$ cat config.mk
export PLATFORM = sky130hd
export DESIGN_NAME = determ_fxp_to_bits
export DESIGN_NICKNAME = d
export VERILOG_FILES = /design/src/rtl/determ_fxp_to_bits.sv
export SDC_FILE = /design/constraint.sdc
export NUM_CORES = 1
export LEC_CHECK = 0
export ABC_AREA = 1
export BUFFER_PORTS_ARGS = -buffer_cell sky130_fd_sc_hd__buf_2
export CAP_MARGIN = 20
export CORE_MARGIN = 2
export CORE_UTILIZATION = 46
export DETAILED_ROUTE_END_ITERATION = 6
export GPL_TIMING_DRIVEN = 0
export PLACE_DENSITY = 0.74
export REMOVE_ABC_BUFFERS = 1
export SLEW_MARGIN = 0
export SYNTH_ARGS = -nofsm -noshare
export SYNTH_HDL_FRONTEND = slang
export SYNTH_SLANG_ARGS = --single-unit
$ cat constraint.sdc
create_clock -name CLK -period 1.6 [get_ports CLK]
set_clock_uncertainty 0.2 [all_clocks]
set_input_delay 0.24 -clock CLK [delete_from_list [all_inputs] [get_ports CLK]]
set_output_delay 0.24 -clock CLK [all_outputs]
set_load 0.01 [all_outputs]
$ cat src/rtl/determ_fxp_to_bits.sv
// Deterministic unary bitstream encoder: a signed fixed-point x in [-1,1) becomes
// an N-bit stream of ones-then-zeros whose +/-1 mean approximates x.
module determ_fxp_to_bits #(
  parameter int BIT_WIDTH = 16,
  parameter int INT_WIDTH = 1,
  parameter int LEN_WIDTH = 8
) (
  input  logic                        CLK,
  input  logic                        RST,
  input  logic                        in_valid,
  output logic                        in_ready,
  input  logic signed [BIT_WIDTH-1:0] x,
  output logic                        bit_out,
  output logic                        bit_valid,
  input  logic                        out_ready,
  output logic                        last,
  output logic                        busy,
  output logic                        dbg_state
);

  localparam int FRAC  = BIT_WIDTH - INT_WIDTH;
  localparam int SHIFT = FRAC + 1 - LEN_WIDTH;
  localparam int N     = 2 ** LEN_WIDTH;

  localparam logic signed [BIT_WIDTH:0] C_ONE  = (BIT_WIDTH+1)'(2 ** FRAC);
  localparam logic signed [BIT_WIDTH:0] C_N    = (BIT_WIDTH+1)'(N);
  localparam logic signed [BIT_WIDTH:0] C_ZERO = '0;
  localparam logic [LEN_WIDTH-1:0]      C_LAST = '1;

  typedef enum logic {S_IDLE = 1'b0, S_RUN = 1'b1} state_t;

  state_t                 r_state, w_state_nxt;
  logic [LEN_WIDTH-1:0]   r_cnt, w_cnt_nxt;
  logic [LEN_WIDTH:0]     r_ones, w_ones_nxt;

  logic signed [BIT_WIDTH:0] w_s;
  logic signed [BIT_WIDTH:0] w_sh;
  logic [LEN_WIDTH:0]        w_ones_sat;
  logic                      w_run;
  logic                      w_last;
  logic                      w_accept;
  logic                      w_xfer;

  // Offset x by +1.0 so the ones count is non-negative, then scale to N.
  assign w_s  = (BIT_WIDTH+1)'(x) + C_ONE;
  assign w_sh = w_s >>> SHIFT;

  always_comb begin
    w_ones_sat = '0;
    if (w_s <= C_ZERO)
      w_ones_sat = '0;
    else if (w_sh >= C_N)
      w_ones_sat = (LEN_WIDTH+1)'(N);
    else
      w_ones_sat = (LEN_WIDTH+1)'(w_sh);
  end

  assign w_run    = (r_state == S_RUN);
  assign w_last   = w_run && (r_cnt == C_LAST);
  assign w_xfer   = w_run && out_ready;
  // Ready while idle, or on the final transfer so the next stream follows with no gap.
  assign in_ready = !RST && (!w_run || (w_last && out_ready));
  assign w_accept = in_valid && in_ready;

  assign bit_valid = w_run;
  assign bit_out   = w_run && ({1'b0, r_cnt} < r_ones);
  assign last      = w_last;
  assign busy      = w_run;
  assign dbg_state = r_state;

  always_comb begin
    w_state_nxt = r_state;
    w_cnt_nxt   = r_cnt;
    w_ones_nxt  = r_ones;
    if (w_accept) begin
      w_state_nxt = S_RUN;
      w_cnt_nxt   = '0;
      w_ones_nxt  = w_ones_sat;
    end else if (w_xfer) begin
      if (w_last)
        w_state_nxt = S_IDLE;
      else
        w_cnt_nxt = r_cnt + 1'b1;
    end
  end

  always_ff @(posedge CLK) begin
    if (RST) begin
      r_state <= S_IDLE;
      r_cnt   <= '0;
      r_ones  <= '0;
    end else begin
      r_state <= w_state_nxt;
      r_cnt   <= w_cnt_nxt;
      r_ones  <= w_ones_nxt;
    end
  end

endmodule

## Word level (Yosys, flattened, before mapping)

Index checks and enable logic that the tools add are counted.

| operators by class | value |
|---|---|
| reductions and logical operators | 14 |
| bitwise gates (word level) | 1 |
| mux-type cells | 5 |
| add/subtract/negate cells | 2 |
| order comparisons | 3 |
| eq/ne operators | 1 |

Operators with widths:

| cell | count |
|---|---|
| $mux W9 | 2 |
| $add A16 B17 Y17 const B | 1 |
| $le A17 B1 Y1 const B | 1 |
| $ge A9 B10 Y1 const B | 1 |
| $lt A8 B9 Y1 | 1 |
| $add A8 B1 Y8 const B | 1 |
| $eq A8 B8 Y1 const B | 1 |
| $logic_and A1 B1 Y1 | 6 |
| $reduce_and A2 Y1 | 2 |
| $reduce_bool A2 Y1 | 2 |
| $mux W1 | 3 |
| $logic_not A1 Y1 | 2 |
| $reduce_or A2 Y1 | 1 |
| $logic_or A1 B1 Y1 | 1 |
| $not A1 Y1 | 1 |

| word-level totals | value |
|---|---|
| output and inout bits | 6 |
| input port bits | 20 |
| register bits | 18 |

## Logic depth before layout (Yosys ltp)

Gate-level depths: netlist (run 1).

| depth | value |
|---|---|
| depth after elaboration | 8 |
| gate-level depth with buffers | 10 |
| mapped depth without buffers | 9 |

## Worst setup path after synthesis (run 1)

OpenSTA, ideal clock, no wires.

| timing | value |
|---|---|
| path kind | reg2reg |
| start point | reg r_cnt[1] |
| end point | reg r_ones[7] |
| slack | 0.002 ns |
| setup time | 0.113 ns |
| path buffers | 1 |
| arrival | 1.285 ns |
| cell stages (with the launch flop) | 10 |
| clock period less this slack | 1.598 ns |
| path through | dfxtp_1 > ha_1 > nand2_2 > nor2_4 > nand3_2 > nand2_1 > nand3_2 > buf_6 > nor2_1 > nor2_1 |

| between the ends | value |
|---|---|
| cells in the longest elaborated chain, start to end | 6 |

RTL lines:

| item | line | text |
|---|---|---|
| from (decl) | 33 | `logic [LEN_WIDTH-1:0] r_cnt, w_cnt_nxt;` |
| from (signal assigned) | 94 | `r_cnt <= w_cnt_nxt;` |
| $eq A8 B8 Y1 | 59 | `assign w_last = w_run && (r_cnt == C_LAST);` |
| $logic_and A1 B1 Y1 | 59 |  |
| $logic_and A1 B1 Y1 | 62 | `assign in_ready = !RST && (!w_run \|\| (w_last && out_ready));` |
| $logic_or A1 B1 Y1 | 62 |  |
| $logic_and A1 B1 Y1 | 62 |  |
| $logic_and A1 B1 Y1 | 63 | `assign w_accept = in_valid && in_ready;` |
| to (signal assigned) | 95 | `r_ones <= w_ones_nxt;` |
| to (decl) | 34 | `logic [LEN_WIDTH:0] r_ones, w_ones_nxt;` |

Every way passes these cells.
A chain may end at the register's enable or synchronous reset.

## Worst setup path after layout (run 1)

| timing | value |
|---|---|
| start point | reg r_cnt[6] |
| end point | out bit_out |

| between the ends | value |
|---|---|
| cells in the longest elaborated chain, start to end | 2 |

RTL lines:

| item | line | text |
|---|---|---|
| $lt A8 B9 Y1 | 66 | `assign bit_out = w_run && ({1'b0, r_cnt} < r_ones);` |
| $logic_and A1 B1 Y1 | 66 |  |
| to (decl) | 13 | `output logic bit_out,` |

Every way passes these cells.

==> results.toml, run 1 <==
[final_layout]
layout-drive-gt1-share = 0.522
finish.net_count = 209
area.sequential_um2 = 379
mostFrequentLayoutCell = "sky130_fd_sc_hd__nand2_1"
layout.filler_cells = 109
diodes = 0
layout.cells.most_common_list = "sky130_fd_sc_hd__nand2_1 (35), sky130_fd_sc_hd__buf_2 (15), sky130_fd_sc_hd__buf_4 (13)"
syn2layout_area_growth_pct = 65.2
multiInputGateArea_um2 = 793

[timing]
final_clock_period_utilization_by_the_worst_path = 1.27
layout_min_cycle_time_ps = 2030
total_setup_violations_reported_at_the_end_of_the_flow = 20
hold_viol_final = 0
holdWs_ps = 65.9
setup_slack_ps = -428
max-slew-margin-rel = 0.621
worst_slew_pin_slew_ps = 565
timing.fmax_mhz = 493
report.final.slew_viol_count = 0
rsz0062_at_grt = "true"

[setup_path]
path_max_fanout = 2
worst_ep_arrival_time_ps = 1590
crit_path_start_kind = "register"
critical_path_buf_inv_count = 1
cp_top_family = "flip-flops"
required_ps = 1160
cpPeakStageDelay_ps = 370
worstPathCellList = "ha_4, a21o_1, a21oi_2, nand3_1, nor2_1, buf_2"
slowest_stage = "sky130_fd_sc_hd__dfxtp_4"
worst_setup_path_end_kind = "primary output"
crit_type = "register to primary output"

[grt]
grt_max_degree = 12
grt_first_pass_wirelength_um = 4640
grt_remaining_overflow = 0
grt_antenna_before_repair = 0
gr-usage-all-layers = 0.251
grt_pass1_vias = 1026

[routing]
route.antenna.remaining_nets = 0
route.vias.total = 1039
count_of_tritonroute_iterations_in_the_first_routing_pass = 4
drc = 0
detail_route.iter0.violations = 20
via_per_inst = 5.02
route.detailed.wl_per_inst_um = 14.3
totalWireLength_um = 2960

[clocking]
cts_tree = "done"
cts_sinks = 17
cts-root-to-sink-buffers = 2
cts_inserted_buffers = 3
clock_tree.root_cell = "sky130_fd_sc_hd__clkbuf_4"
clkSlewWorstSetupHoldPaths_ps = 100
h-tree-depth = 1
clock_insertion_delay_worst_skew_ps = 310

[power_and_ir_drop]
intPower_w = 0.000619
pwr-share-seq = 0.504
power_per_cell_area_nw_per_um2 = 551
switching_part_of_the_total_power = 0.303
power_leakage_nw = 0.698
finalPower_w = 0.000887
clkPwrFrac = 0.274
combPwrFrac = 0.222
p_sw_w = 0.000269
vdd.ir_drop.worst_mv = 0.739

[logic_synthesis]
synth.yosys.seq_area_share = 0.349
netlist.area_leader.share = 0.349
synth_area_leader_cell = "sky130_fd_sc_hd__dfxtp_1"
post_synth_main_area_contributors = "sky130_fd_sc_hd__dfxtp_1 (35%), sky130_fd_sc_hd__nand2_1 (15%), sky130_fd_sc_hd__ha_1 (10%)"
syn_avg_cell_area_um2 = 7.22
synth.lib_cells_used.distinct = 21
post_synth_inst_count = 135
yosys_reg_bits = 17
synth.yosys.warnings = 0
netlist_area_um2 = 975

[floorplan]
die_area_um2 = 2500
design.core.area_um2 = 1980
floorplan.die.width_um = 50.0
rows = 16
ios = 26
effective_utilization_at_floorplan = 0.492
die_h_um = 50.0

[placed_design]
count_of_input_and_output_buffers = 17
place_congestion = 0.780
dp.final_hpwl_um = 1430

[run_status]
run_status = "finished with violations"
violated_checks = "setup timing"

[flow_run]
max_cap_violations = 0

[worst_hold_path]
min_path_type = "primary input to register"
## sequential cells by signal, indices dropped and copies added (netlist names)
signal and flops:
bit_valid 1, r_cnt 8, r_ones 8
## power by group through the flow
stage                     sequential, W  combinational, W  clock [W]
after floorplan                0.000462         0.0000711          0
after global placement         0.000460          0.000110          0
after detailed placement       0.000461          0.000115          0
after CTS                      0.000446          0.000177   0.000246
after global routing           0.000449          0.000221   0.000270
final                          0.000447          0.000197   0.000243
## cell usage after synthesis, drive strengths merged
cell type   n
o21ai       1
and3        1
nor2       14
buf         3
ha          8
dfxtp      17
nand3      17
inv        14
xnor2       1
xor2        4
clkinv      1
a21oi      13
a21o        1
nand2      40
## cell families after synthesis
logic type,after synthesis,share of synthesized area
AND/OR/NAND/NOR,72,0.335
buffers and inverters,18,0.0847
flip-flops,17,0.349
AO/OA/AOI/OAI,15,0.0834
adder cells (fa/ha/maj),8,0.103
XOR/XNOR,5,0.0449
## metal layers
metal | track usage | share of wire
met1 | 0.277 | 0.41
met2 | 0.441 | 0.54
met3 | 0.0848 | 0.039
met4 | 0.0880 | 0.012
met5 | 0 | 0
## path summary, 6_finish.rpt
| check | to | cells after the start | startpoint | slack [ps] |
|---|---|---|---|---|
| worst max-delay path | bit_out | 6 | r_cnt[6]$_SDFFE_PP0P_ | -430 |
| worst min-delay path | r_ones[2]$_SDFFE_PP0P_ | 3 | in_valid | 70 |
| worst max register to register | r_ones[6]$_SDFFE_PP0P_ | 10 | r_cnt[1]$_SDFFE_PP0P_ | -180 |
| worst min register to register | r_ones[1]$_SDFFE_PP0P_ | 2 | r_ones[1]$_SDFFE_PP0P_ | 260 |
## worst reg2reg max path: stages (launching register included)
cell	delay, ps
sky130_fd_sc_hd__dfxtp_4	390
sky130_fd_sc_hd__ha_4	150
sky130_fd_sc_hd__nand2_4	60
sky130_fd_sc_hd__nor2_4	150
sky130_fd_sc_hd__nand3_4	110
sky130_fd_sc_hd__buf_6	140
sky130_fd_sc_hd__nand2_4	90
sky130_fd_sc_hd__nand3_4	170
sky130_fd_sc_hd__nand2_1	120
sky130_fd_sc_hd__nand2_1	50
sky130_fd_sc_hd__nor2_1	110
## per-stage QoR
stage	cells	utilization	setup slack, ps	cell area [um^2]	TNS, ps
CTS	200	0.769	-332	1520	-2330
finish	207	0.813	-428	1610	-3260
global placement	176	0.539	-338	1070	-4240
floorplan	132	-	-163	948	-1630
global route	207	0.813	-505	1610	-4830
detailed placement	176	0.539	-417	1070	-5310
## timing repair
item	in CTS	in global routing
hold buffers	9	0
buffers inserted	10	6
hold endpoints to repair	9	0
pin swaps	6	6
cloned	1	1
resized for setup	57	15
endpoints found under the setup margin	20	20
## layout make-up
| cell class | count | share of cell area |
|---|---|---|
| Clock buffer | 4 | 0.0163 |
| Inverter | 15 | 0.0365 |
| Multi-Input combinational cell | 102 | 0.493 |
| Sequential cell | 17 | 0.235 |
| Tap cell | 27 | 0.0210 |
| Timing Repair Buffer | 42 | 0.198 |
No activity file was read; power rests on OpenSTA's default activity.
==> run 2, diff against run 1 <==
CORE_UTILIZATION = 48   (was 46)
CTS_BUF_LIST = sky130_fd_sc_hd__clkbuf_8   (was not set)
PLACE_DENSITY = 0.77   (was 0.74)
==> run 2 against run 1 <==
  * The flow still finishes with violations (setup timing)
  * Via count down 3.8%
  * First-iteration DRC count up 5.0%
  * Fmax up 6.6%
  * Total power up 5.4%
  * Flip-flop and latch count unchanged
  * Non-clock buffer count down 18
  * Global-route usage down 1.3 points
  * Cell area down 14%
  * Critical path depth up 1
  * Critical path type unchanged
  * Sequential share of layout area up 2.9 points
  * Worst hold slack worse by 58 ps
  * Highest routed layer unchanged
==> results.toml, run 2 (same netlist as run 1, synthesis figures left out) <==
[run_status]
run_status = "finished with violations"
violated_checks = "setup timing"

[setup_path]
path_max_fanout = 2
crit_type = "register to primary output"
worst_setup_path_end_kind = "primary output"
required_ps = 1160
crit_path_start_kind = "register"
worst_ep_arrival_time_ps = 1460

[final_layout]
mostFrequentLayoutCell = "sky130_fd_sc_hd__nand2_1"
syn2layout_area_growth_pct = 42.7
finish.net_count = 191
layout.cells.most_common_list = "sky130_fd_sc_hd__nand2_1 (36), sky130_fd_sc_hd__buf_2 (16), sky130_fd_sc_hd__nand3_1 (13)"
final-instance-count-excl-fill = 189
utilization_after_layout = 0.716
layout-drive-gt1-share = 0.407
diodes = 0

[flow_run]
max_cap_violations = 0

[timing]
worst_slew_pin_slew_ps = 499
total_setup_violations_reported_at_the_end_of_the_flow = 13
layout_min_cycle_time_ps = 1900
fin_setup_tns_ps = -835
final_clock_period_utilization_by_the_worst_path = 1.19
rsz0062_at_grt = "true"
hold_viol_final = 0
setup_slack_ps = -302
max-slew-margin-rel = 0.665
timing.fmax_mhz = 526
report.final.slew_viol_count = 0

[routing]
count_of_tritonroute_iterations_in_the_first_routing_pass = 4
via_per_inst = 5.29
detail_route.iter0.violations = 21
route.vias.total = 999
route.antenna.remaining_nets = 0
route.detailed.wl_per_inst_um = 13.3
drc = 0
totalWireLength_um = 2510

[power_and_ir_drop]
vdd.ir_drop.worst_mv = 0.621
power_per_cell_area_nw_per_um2 = 672
finalPower_w = 0.000935
power_leakage_nw = 0.615

[grt]
grt_remaining_overflow = 0
gr-usage-all-layers = 0.238
grt_first_pass_wirelength_um = 4370
grt_antenna_before_repair = 0
grt_max_degree = 12
grt_pass1_vias = 1009

[placed_design]
dp_cells = 176
pre_cts_slack_ps = -412
dp.final_hpwl_um = 1490
count_of_input_and_output_buffers = 17
place_congestion = 0.797

[floorplan]
die_area_um2 = 2410
floorplan.die.width_um = 49.1
die_h_um = 49.1
rows = 16
effective_utilization_at_floorplan = 0.502
ios = 26
design.core.area_um2 = 1940

[clocking]
cts_sinks = 17
cts_tree = "done"
clkSlewWorstSetupHoldPaths_ps = 70
cts-root-to-sink-buffers = 2
h-tree-depth = 1
clock_insertion_delay_worst_skew_ps = 260
cts_inserted_buffers = 3
clock_tree.root_cell = "sky130_fd_sc_hd__clkbuf_8"

[worst_hold_path]
min_path_type = "primary input to register"
run 2: changes by cell type in the layout (fill, tap and decap cells not counted), moves of 4 or more:
cell / previous run / this run
sky130_fd_sc_hd__dlygate4sd3_1: 9 / 1
sky130_fd_sc_hd__buf_4: 13 / 5
sky130_fd_sc_hd__nand3_1: 9 / 13
sky130_fd_sc_hd__inv_1: 8 / 12
sky130_fd_sc_hd__a21oi_2: 11 / 3
sky130_fd_sc_hd__a21oi_1: 1 / 9
run 2: per-layer routing:
layer / global-route usage / share of wire
met5: 0 / 0
met1: 0.253 / 0.38
met4: 0.114 / 0.034
met2: 0.446 / 0.54
met3: 0.0399 / 0.050
run 2: where the power goes:
part | internal [W] | switching [W]
clock | 0.000171 | 0.000151
combinational | 0.0000698 | 0.0000953
sequential | 0.000435 | 0.0000133
run 2: critical path, cell delays in order (launching register included):
cell and delay, ps:
sky130_fd_sc_hd__dfxtp_2 320, sky130_fd_sc_hd__inv_2 80, sky130_fd_sc_hd__ha_4 210, sky130_fd_sc_hd__a21o_1 160
sky130_fd_sc_hd__a21oi_2 110, sky130_fd_sc_hd__nand3_1 80, sky130_fd_sc_hd__nor2_1 100, sky130_fd_sc_hd__buf_2 140
run 2: final timing paths:
kind                          startpoint                      to  slack (ps)  depth (start not counted)
hold reg to reg   r_ones[4]$_SDFFE_PP0P_  r_ones[4]$_SDFFE_PP0P_         270                          2
setup / recovery  r_ones[6]$_SDFFE_PP0P_                 bit_out        -300                          7
setup reg to reg   r_cnt[6]$_SDFFE_PP0P_  r_ones[6]$_SDFFE_PP0P_         -40                          9
hold / removal                     x[12]  r_ones[4]$_SDFFE_PP0P_           8                          3
run 2: metrics by stage:
step	hold WS [ps]	instance area [um^2]
final	8.14	1390
after CTS	6.45	1330
after detailed placement	250	1070
after global placement	245	1070
after floorplan	109	948
after global routing	20.4	1390
run 2: cell type report:
| type | instances | area (um^2) |
|---|---|---|
| multi-input combinational | 102 | 736 |
| timing repair buffer | 24 | 150 |
| clock buffer | 3 | 41.3 |
| fill | 153 | 551 |
| tap | 27 | 33.8 |
| inverter | 15 | 58.8 |
| sequential | 17 | 368 |
| clock inverter | 1 | 3.75 |
run 2: repair_timing:
item,CTS,global route
hold buffers,1,0
gates cloned,1,1
setup endpoints to repair,20,20
buffers inserted,5,1
resized for setup,37,10
pin swaps,4,3
endpoints found under the hold margin,1,0
